### config.mk
export PLATFORM = sky130hd
export DESIGN_NAME = lfsr_stream_gen
export DESIGN_NICKNAME = d
export VERILOG_FILES = /design/src/rtl/lfsr_pkg.sv /design/src/rtl/lfsr_stream_gen.sv
export SDC_FILE = /design/constraint.sdc
export NUM_CORES = 1
export LEC_CHECK = 0
export CORE_MARGIN = 2
export CORE_UTILIZATION = 50
export CTS_BUF_LIST = sky130_fd_sc_hd__clkbuf_4 sky130_fd_sc_hd__clkbuf_8
export DETAILED_ROUTE_END_ITERATION = 10
export PLACE_DENSITY_LB_ADDON = 0.3
export SYNTH_ARGS = -nofsm -noshare
export SYNTH_HDL_FRONTEND = slang
export SYNTH_SLANG_ARGS = --single-unit
### constraint.sdc
create_clock -name clk -period 3.5 [get_ports clk]
set_clock_uncertainty 0.05 [all_clocks]
set_input_delay 0.7 -clock clk [delete_from_list [all_inputs] [get_ports clk]]
set_output_delay 0.7 -clock clk [all_outputs]
set_load 0.01 [all_outputs]
### src/rtl/lfsr_pkg.sv
// rtl/lfsr_pkg.sv - shared defaults and helper functions for the LFSR word source
package lfsr_pkg;

    localparam int unsigned LFSR_MAX_W          = 64;
    localparam logic [15:0] LFSR_DEFAULT_TAPS   = 16'hB400;
    localparam logic [15:0] LFSR_DEFAULT_SEED   = 16'h5A08;

    // Width-generic Fibonacci step: the caller zero-extends to LFSR_MAX_W and truncates the result.
    function automatic logic [LFSR_MAX_W-1:0] lfsr_step(
        input logic [LFSR_MAX_W-1:0] state,
        input logic [LFSR_MAX_W-1:0] taps,
        input int unsigned           width
    );
        logic [LFSR_MAX_W-1:0] mask;
        logic                  fb;
        mask = (width >= LFSR_MAX_W) ? '1 : ((64'd1 << width) - 64'd1);
        fb   = ^(state & taps & mask);
        return ((state << 1) | {{(LFSR_MAX_W-1){1'b0}}, fb}) & mask;
    endfunction

    function automatic int unsigned step_cnt_width(input int unsigned steps);
        return $clog2(steps + 1);
    endfunction

endpackage

### src/rtl/lfsr_stream_gen.sv
// rtl/lfsr_stream_gen.sv - Fibonacci LFSR word source with valid/ready output and reseeding
// Optional zero-state recovery is enabled by defining LFSR_LOCKUP_GUARD_EN.
module lfsr_stream_gen
    import lfsr_pkg::*;
#(
    parameter int unsigned      WIDTH = 16,
    parameter logic [WIDTH-1:0] TAPS  = WIDTH'(LFSR_DEFAULT_TAPS),
    parameter logic [WIDTH-1:0] SEED  = WIDTH'(LFSR_DEFAULT_SEED),
    parameter int unsigned      STEPS = 1
) (
    input  logic             clk,
    input  logic             reset,
    input  logic             en,
    input  logic             seed_load,
    input  logic [WIDTH-1:0] seed_in,
    input  logic             out_ready,
    output logic [WIDTH-1:0] rng_out,
    output logic             rng_valid,
    output logic             lockup
);

    localparam int unsigned CNT_W = step_cnt_width(STEPS);

    logic [WIDTH-1:0] state;
    logic [WIDTH-1:0] next_state;
    logic [CNT_W-1:0] step_cnt;
    logic             stall;
    logic             advance;
    logic             handshake;
    logic             word_done;

    assign next_state = WIDTH'(lfsr_step(LFSR_MAX_W'(state), LFSR_MAX_W'(TAPS), WIDTH));
    assign stall      = rng_valid && !out_ready;
    assign handshake  = rng_valid && out_ready;
    assign advance    = en && !stall && !seed_load;
    assign word_done  = advance && (step_cnt == CNT_W'(STEPS - 1));

`ifdef LFSR_LOCKUP_GUARD_EN
    logic lockup_q;
    assign lockup = lockup_q;
`else
    assign lockup = 1'b0;
`endif

    always_ff @(posedge clk or negedge reset) begin
        if (!reset) begin
            state     <= SEED;
            step_cnt  <= '0;
            rng_out   <= '0;
            rng_valid <= 1'b0;
`ifdef LFSR_LOCKUP_GUARD_EN
            lockup_q  <= 1'b0;
`endif
        end else begin
`ifdef LFSR_LOCKUP_GUARD_EN
            lockup_q <= 1'b0;
`endif
            if (seed_load) begin
                // A reseed discards any pending word; rng_out keeps its last value.
                step_cnt  <= '0;
                rng_valid <= 1'b0;
`ifdef LFSR_LOCKUP_GUARD_EN
                if (seed_in == '0) begin
                    state    <= SEED;
                    lockup_q <= 1'b1;
                end else begin
                    state <= seed_in;
                end
`else
                state <= seed_in;
`endif
            end
`ifdef LFSR_LOCKUP_GUARD_EN
            else if (state == '0) begin
                state    <= SEED;
                lockup_q <= 1'b1;
                if (handshake) rng_valid <= 1'b0;
            end
`endif
            else if (advance) begin
                state <= next_state;
                if (word_done) begin
                    // New word replaces a consumed one in the same edge, so no bubble.
                    step_cnt  <= '0;
                    rng_out   <= next_state;
                    rng_valid <= 1'b1;
                end else begin
                    step_cnt <= step_cnt + CNT_W'(1);
                    if (handshake) rng_valid <= 1'b0;
                end
            end else if (handshake) begin
                rng_valid <= 1'b0;
            end
        end
    end

endmodule

==> flow_summary.ini, run 1 <==
[clock_tree]
cts.sinks = 34
cts_tree = built
post-cts-setup-buffer-count = 0
cts_resized = 0
hold_buffers = 0
cts_buffer_depth = 2
ctsHtreeMaxLevel = 2
clk_pin_slew_ps = 100
root_buffer = clkbuf_4
clk_latency_ps = 330
cts_made_buffers = 5

[layout]
antenna_cells = 0
fin_cells = 173
mostFrequentLayoutCells = clkdlybuf4s50_1 (37), dfrtp_1 (29), a221o_1 (16)
fin_util_pct = 69.6
final_area_mm2 = 0.00195
syn_to_final_growth_pct = 30.3
drive_gt1_share_pct = 30.3
fin_nets = 162
final_common_cell = clkdlybuf4s50_1

[placement]
pre_cts_ws_ps = 855
place.detailed.hpwl_mm = 2.02
globalplace.congestion = 0.718
placed_area_mm2 = 0.00187
portBuffers = 37
dp.cells = 165

[sta]
slew_headroom_pct = 29.6
post-route-period-util_pct = 66.6
fmax_ghz = 0.429
worst_slew_pin_slew_ps = 1050
rsz0062_at_grt = false
min_period_ps = 2330
slew_violations = 0
fin_ws_ps = 1170
finalSetupViolations = 0
hold_slack_ps = 470
tns_ps = 0
finalHoldViolations = 0

[floorplanning]
io_pins = 39
die_h_um = 58.7
dieArea_mm2 = 0.00345
die_w_um = 58.7
initial_core_util_pct = 53.4
coreArea_mm2 = 0.00281
rows = 19

[pwr]
p_int_mw = 0.793
p_clk_share_pct = 26.4
p_leak_nw = 0.845
pwr_density_cell_mw_per_mm2 = 545
finalPower_mw = 1.06
sequentialPowerShare_pct = 48.0
switchingPower_mw = 0.271
ir_worst_vdd_mv = 0.485
p_comb_share_pct = 25.6
swShare_pct = 25.5

[synthesis]
syn_nets = 121
synth_top_family_by_area = multiplexers
syn_area_per_cell_um2 = 15.0
ys_types = 22
synth_compound_area_share_pct = 11.8
synthAdderAreaFrac_pct = 0
yosysSeqAreaShare_pct = 57.2
synthMuxAreaShare_pct = 14.3
synth-xor-area-share_pct = 1.75
synth_area_mm2 = 0.00150
yosysWarnings = 0
synth-simple-area-share_pct = 11.0
synth_seq_cells = 34
synthCells = 100

[global_routing]
grt_util_all_layers_pct = 18.6
grt_max_degree = 35
grt.overflow.total = 0
grt_pass1_wl_mm = 4.73
grt_antenna_before_repair = 0
grt_pass1_vias = 968

[critical_path]
critical_path_class = primary input to register
critPathRequiredTime_ps = 3720
cp-start-kind = primary input
worst_setup_path_end_kind = register
critPathMaxFanout = 19
cp.arrival_ps = 2550

[route]
wirelength_mm = 2.88
drt-pass1-iter-count = 7
ant_nets = 0
post_drt_wl_per_cell_um = 16.7
drc_errors = 1
vias = 983
drtIter0Drc = 23
via_per_inst = 5.68

[outcome]
failed_checks = design-rule violations
status = finished, violations left

[worst_hold_path]
hp-class = register to register

[job]
drv_cap = 0
==> cells in the mapped netlist <==
cell type | count | area share [%]
xnor2_1 | 2 | 1.2
nor2_1 | 1 | 0.25
and2b_4 | 1 | 0.67
a221o_1 | 16 | 11
and2_2 | 7 | 3.5
conb_1 | 1 | 0.25
nand2b_1 | 1 | 0.42
buf_2 | 1 | 0.33
nor3_4 | 1 | 1.1
buf_12 | 1 | 1.3
o21bai_1 | 1 | 0.50
and2_1 | 10 | 4.2
dfrtp_1 | 29 | 48
buf_6 | 1 | 0.75
nand2b_4 | 1 | 0.92
dfstp_2 | 5 | 8.8
a21oi_2 | 1 | 0.58
clkbuf_1 | 1 | 0.25
mux2_2 | 7 | 5.3
xor2_1 | 1 | 0.58
buf_4 | 2 | 1.0
mux2_4 | 9 | 9.0
==> kinds of logic after synthesis <==
group / count (synthesis)
compound gates: 18
flops: 34
mux: 16
buf+inv: 6
xor+xnor: 3
simple gates: 22
other cells: 1
==> routing by layer <==
layer | part of all wire [%] | GRT usage (%) | up-vias
met5 | 0 | 0 | -
met2 | 48 | 28.9 | 30
met1 | 45 | 24.9 | 499
met3 | 5.6 | 6.15 | 5
li1 | - | - | 449
met4 | 1.2 | 5.84 | 0
==> critical path, cell delays in order <==
cell and delay [ps]:
clkdlybuf4s50_1 400, buf_4 190, nand2b_4 160, nor2_1 790, a221o_1 300
==> power groups by stage <==
| stage | clock network, mW | registers (mW) | logic (mW) |
|---|---|---|---|
| final | 0.281 | 0.511 | 0.272 |
| after global routing | 0.303 | 0.521 | 0.292 |
| after CTS | 0.288 | 0.512 | 0.276 |
| after detailed placement | 0 | 0.519 | 0.273 |
| after global placement | 0 | 0.515 | 0.270 |
| after floorplan | 0 | 0.532 | 0.115 |
==> area by class of cell <==
type,instances,area [um^2]
tap,31,38.8
timing repair buffer,40,393
multi-input combinational,60,586
clock buffer,5,37.5
clock inverter,3,40.0
fill,220,853
sequential,34,857
==> state kept, by name, summed over array words and instances, names as in the netlist <==
| name | flops |
|---|---|
| rng_valid | 1 |
| rng_out | 16 |
| step_cnt | 1 |
| state | 16 |
==> path summary, 6_finish.rpt <==
| kind | to | cells past startpoint | slack [ps] | from |
|---|---|---|---|---|
| max | state[2]$_DFFE_PN0P_ | 5 | 1170 | seed_load |
| min | rng_out[6]$_DFFE_PN0P_ | 1 | 470 | rng_out[6]$_DFFE_PN0P_ |
| max reg2reg | state[2]$_DFFE_PN0P_ | 3 | 1700 | rng_valid$_DFF_PN0_ |
| min reg2reg | rng_out[6]$_DFFE_PN0P_ | 1 | 470 | rng_out[6]$_DFFE_PN0P_ |
| max in group asynchronous | state[3]$_DFFE_PN1P_ | 2 | 2360 | reset |
| min in group asynchronous | rng_out[9]$_DFFE_PN0P_ | 2 | 710 | reset |
(Power assumes the default switching activity.)
==> run 2, diff against run 1 <==
--- a/config.mk
+++ b/config.mk
@@ -6,7 +6,7 @@
 export NUM_CORES = 1
 export LEC_CHECK = 0
 export CORE_MARGIN = 2
-export CORE_UTILIZATION = 50
+export CORE_UTILIZATION = 45
 export CTS_BUF_LIST = sky130_fd_sc_hd__clkbuf_4 sky130_fd_sc_hd__clkbuf_8
 export DETAILED_ROUTE_END_ITERATION = 10
 export PLACE_DENSITY_LB_ADDON = 0.3
==> constraint.sdc (replaced) <==
create_clock -name clk -period 2 [get_ports clk]
set_clock_uncertainty 0.05 [all_clocks]
set_input_delay 0.4 -clock clk [delete_from_list [all_inputs] [get_ports clk]]
set_output_delay 0.4 -clock clk [all_outputs]
set_load 0.01 [all_outputs]
==> flow_summary.ini, run 2 (synthesis gave the netlist of run 1 again) <==
[sta]
min_period_ps = 1900
fmax_ghz = 0.525
finalHoldViolations = 0
slew_headroom_pct = 31.3
slew_violations = 0
worst_slew_pin_slew_ps = 1030
hold_slack_ps = 401
rsz0062_at_grt = false
post-route-period-util_pct = 95.2
finalSetupViolations = 0

[floorplanning]
coreArea_mm2 = 0.00310
die_h_um = 61.7
rows = 20
die_w_um = 61.7
dieArea_mm2 = 0.00381
initial_core_util_pct = 48.3
io_pins = 39

[route]
ant_nets = 0
drtIter0Drc = 39
wirelength_mm = 2.76
drt-pass1-iter-count = 4
drc_errors = 0
post_drt_wl_per_cell_um = 14.5
vias = 976
via_per_inst = 5.14

[layout]
multi_input_area_um2 = 586
antenna_cells = 0
drive_gt1_share_pct = 32.2
mostFrequentLayoutCells = clkdlybuf4s50_1 (37), dfrtp_1 (29), a221o_1 (16)
final_common_cell = clkdlybuf4s50_1
syn_to_final_growth_pct = 35.7
fillers = 261
fin_util_pct = 65.5
fin_nets = 166
top_regs = rng_out (16), state (16)
seq_area_um2 = 857

[worst_hold_path]
hp-class = primary input to asynchronous set/reset pin

[global_routing]
grt.overflow.total = 0
grt_max_degree = 35
grt_pass1_vias = 1017
grt_antenna_before_repair = 0
grt_util_all_layers_pct = 16.7
grt_pass1_wl_mm = 4.55

[clock_tree]
root_buffer = clkbuf_4
cts_made_buffers = 5
cts_tree = built
ctsHtreeMaxLevel = 2
hold_buffers = 0
post-cts-setup-buffer-count = 0
cts_buffer_depth = 2
clk_latency_ps = 330
cts_resized = 0
clk_pin_slew_ps = 110
cts.sinks = 34

[critical_path]
critPathMaxFanout = 16
worst_setup_path_end_kind = register
critPathRequiredTime_ps = 2220
cp.arrival_ps = 2120
cp-start-kind = primary input
critical_path_class = primary input to register

[pwr]
switchingPower_mw = 0.469
finalPower_mw = 2.03
sequentialPowerShare_pct = 44.1
p_int_mw = 1.56
p_comb_share_pct = 23.7
ir_worst_vdd_mv = 0.766
p_clk_share_pct = 32.2
p_leak_nw = 0.878
pwr_density_cell_mw_per_mm2 = 997
swShare_pct = 23.1

[placement]
place.detailed.hpwl_mm = 1.96
portBuffers = 37
globalplace.congestion = 0.727

[job]
drv_cap = 0

[outcome]
status = complete, no violations
-- run 2: metal layers --
| layer | GRT usage, % | up-vias | part of all wire [%] |
|---|---|---|---|
| li1 | - | 457 | - |
| met1 | 20.9 | 484 | 44 |
| met2 | 26.6 | 27 | 49 |
| met3 | 4.76 | 8 | 5.3 |
| met4 | 8.21 | 0 | 1.7 |
| met5 | 0 | - | 0 |
-- run 2: power groups by stage --
| stage | clock network, mW | logic, mW | registers (mW) |
|---|---|---|---|
| after floorplan | 0 | 0.202 | 0.932 |
| after global routing | 0.690 | 0.518 | 0.910 |
| after global placement | 0 | 0.478 | 0.903 |
| final | 0.652 | 0.481 | 0.893 |
| after CTS | 0.662 | 0.488 | 0.895 |
| after detailed placement | 0 | 0.487 | 0.907 |
-- run 2: final timing paths --
kind	cells after the start	to	start	slack, ps
setup / recovery	4	state[3]$_DFFE_PN1P_	out_ready	100
hold / removal	2	rng_out[6]$_DFFE_PN0P_	reset	400
setup reg to reg	3	state[3]$_DFFE_PN1P_	rng_valid$_DFF_PN0_	250
hold reg to reg	1	rng_out[15]$_DFFE_PN0P_	rng_out[15]$_DFFE_PN0P_	460
max in group asynchronous	2	state[3]$_DFFE_PN1P_	reset	1150
min in group clk	1	rng_out[15]$_DFFE_PN0P_	rng_out[15]$_DFFE_PN0P_	460
-- run 2: through the flow --
stage	instances	setup WS, ps	TNS (ps)	cell area [um^2]
CTS	190	133	0	2030
global route	190	41.4	0	2030
detailed placement	182	-226	-4500	1920
floorplan	100	399	0	1500
finish	190	95.8	0	2030
global placement	182	-168	-3560	1920
-- run 2: area by class of cell --
type                       count  area share [%]
tap                           44            2.71
clock buffer                   6            2.52
multi-input combinational     60            28.8
clock inverter                 2            2.96
sequential                    34            42.2
timing repair buffer          44            20.8
-- run 2: worst max-delay path, cell delays in order --
cell and delay [ps]:
clkdlybuf4s50_1 460, and2b_4 190, nor2_1 780, a221o_1 290
==> run 3, diff against run 2 <==
--- a/config.mk
+++ b/config.mk
@@ -6,7 +6,7 @@
 export NUM_CORES = 1
 export LEC_CHECK = 0
 export CORE_MARGIN = 2
-export CORE_UTILIZATION = 45
+export CORE_UTILIZATION = 50
 export CTS_BUF_LIST = sky130_fd_sc_hd__clkbuf_4 sky130_fd_sc_hd__clkbuf_8
 export DETAILED_ROUTE_END_ITERATION = 10
 export PLACE_DENSITY_LB_ADDON = 0.3
==> constraint.sdc (replaced) <==
create_clock -name clk -period 2.35 [get_ports clk]
set_clock_uncertainty 0.05 [all_clocks]
set_input_delay 0.47 -clock clk [delete_from_list [all_inputs] [get_ports clk]]
set_output_delay 0.47 -clock clk [all_outputs]
set_load 0.01 [all_outputs]
==> flow_summary.ini, run 3 (synthesis gave the netlist of run 1 again) <==
[pwr]
p_leak_nw = 0.864
finalPower_mw = 1.72
pwr_density_cell_mw_per_mm2 = 862
ir_worst_vdd_mv = 0.542

[critical_path]
critical_path_class = primary input to register
path_cells = clkdlybuf4s50_1 > and2b_4 > nor2_1 > a221o_1
crit_slowest_cell = nor2_1
cp.arrival_ps = 2200
path_buf_inv = 1
critPathMaxFanout = 16
worst_setup_path_end_kind = register
critPathRequiredTime_ps = 2570
timing.rr.start = rng_valid$_DFF_PN0_
critical_path.startpoint = out_ready
critical_path.top_delay_family = simple AND/OR/NAND/NOR gates
cp-start-kind = primary input
slowest_delay_ps = 770

[sta]
slew_headroom_pct = 33.0
post-route-period-util_pct = 84.3
tns_ps = 0
rsz0062_at_grt = false
worst_slew_pin_slew_ps = 1000
slew_violations = 0
fmax_ghz = 0.505
finalHoldViolations = 0
finalSetupViolations = 0
fin_ws_ps = 368
min_period_ps = 1980
hold_slack_ps = 467

[global_routing]
grt_pass1_wl_mm = 4.67
grt.overflow.total = 0
grt_antenna_before_repair = 0
grt_max_degree = 35
grt_util_all_layers_pct = 18.3
grt_pass1_vias = 1027

[layout]
syn_to_final_growth_pct = 33.1
top_regs = rng_out (16), state (16)
antenna_cells = 0
fin_cells = 174
fin_nets = 163
fin_util_pct = 71.1
drive_gt1_share_pct = 30.8
final_area_mm2 = 0.00199
mostFrequentLayoutCells = clkdlybuf4s50_1 (37), dfrtp_1 (29), a221o_1 (16)
final_common_cell = clkdlybuf4s50_1

[placement]
dp.cells = 166
pre_cts_ws_ps = 57.0
globalplace.congestion = 0.737
place.detailed.hpwl_mm = 1.87
portBuffers = 37
placed_area_mm2 = 0.00188

[route]
drt-pass1-iter-count = 7
post_drt_wl_per_cell_um = 15.4
drc_errors = 1
wirelength_mm = 2.69
via_per_inst = 5.47
ant_nets = 0
drtIter0Drc = 23
vias = 951

[floorplanning]
die_w_um = 58.7
die_h_um = 58.7
coreArea_mm2 = 0.00281
initial_core_util_pct = 53.4
dieArea_mm2 = 0.00345
io_pins = 39
rows = 19

[clock_tree]
ctsHtreeMaxLevel = 2
cts_tree = built
root_buffer = clkbuf_4
cts.sinks = 34
post-cts-setup-buffer-count = 0
cts_buffer_depth = 2
cts_made_buffers = 5
clk_latency_ps = 330
hold_buffers = 0
clk_pin_slew_ps = 100
cts_resized = 0

[outcome]
status = finished, violations left
failed_checks = design-rule violations

[worst_hold_path]
hp-class = register to register
hp-start = rng_out[7]$_DFFE_PN0P_

[job]
drv_cap = 0
## run 3: cell types whose count changed in the layout (fill, tap and decap cells not counted)
cell / change
buf_4: -3
## run 3: power breakdown
group / leakage, nW / internal, mW / switching (mW)
combinational: 0.396 / 0.269 / 0.136
sequential: 0.409 / 0.693 / 0.0667
clock: 0.0585 / 0.360 / 0.192
total: 0.864 / 1.32 / 0.395
## run 3: final timing paths
path	slack, ps	endpoint	cells after the start
setup reg to reg	590	state[13]$_DFFE_PN0P_	3
min in group asynchronous	490	rng_out[9]$_DFFE_PN0P_	2
hold reg to reg	470	rng_out[7]$_DFFE_PN0P_	1
setup / recovery	370	state[13]$_DFFE_PN0P_	4
max in group asynchronous	1440	state[3]$_DFFE_PN1P_	2
hold / removal	470	rng_out[7]$_DFFE_PN0P_	1
## run 3: per-layer routing
metal,share of wire [%],wire length (um),vias up,GRT usage (%)
met5,0,0,-,0
met4,0.56,15,0,5.19
met3,5.6,150,2,7.69
met2,49,1300,29,27.0
met1,45,1220,468,25.0
li1,-,-,452,-
## run 3: area by class of cell
cell class              count  area (um^2)
well taps                  31         38.8
fillers                   209          812
flip-flops and latches     34          857
multi-input cells          60          586
clock inverters             2         60.1
repair buffers             41          400
clock buffers               6         51.3
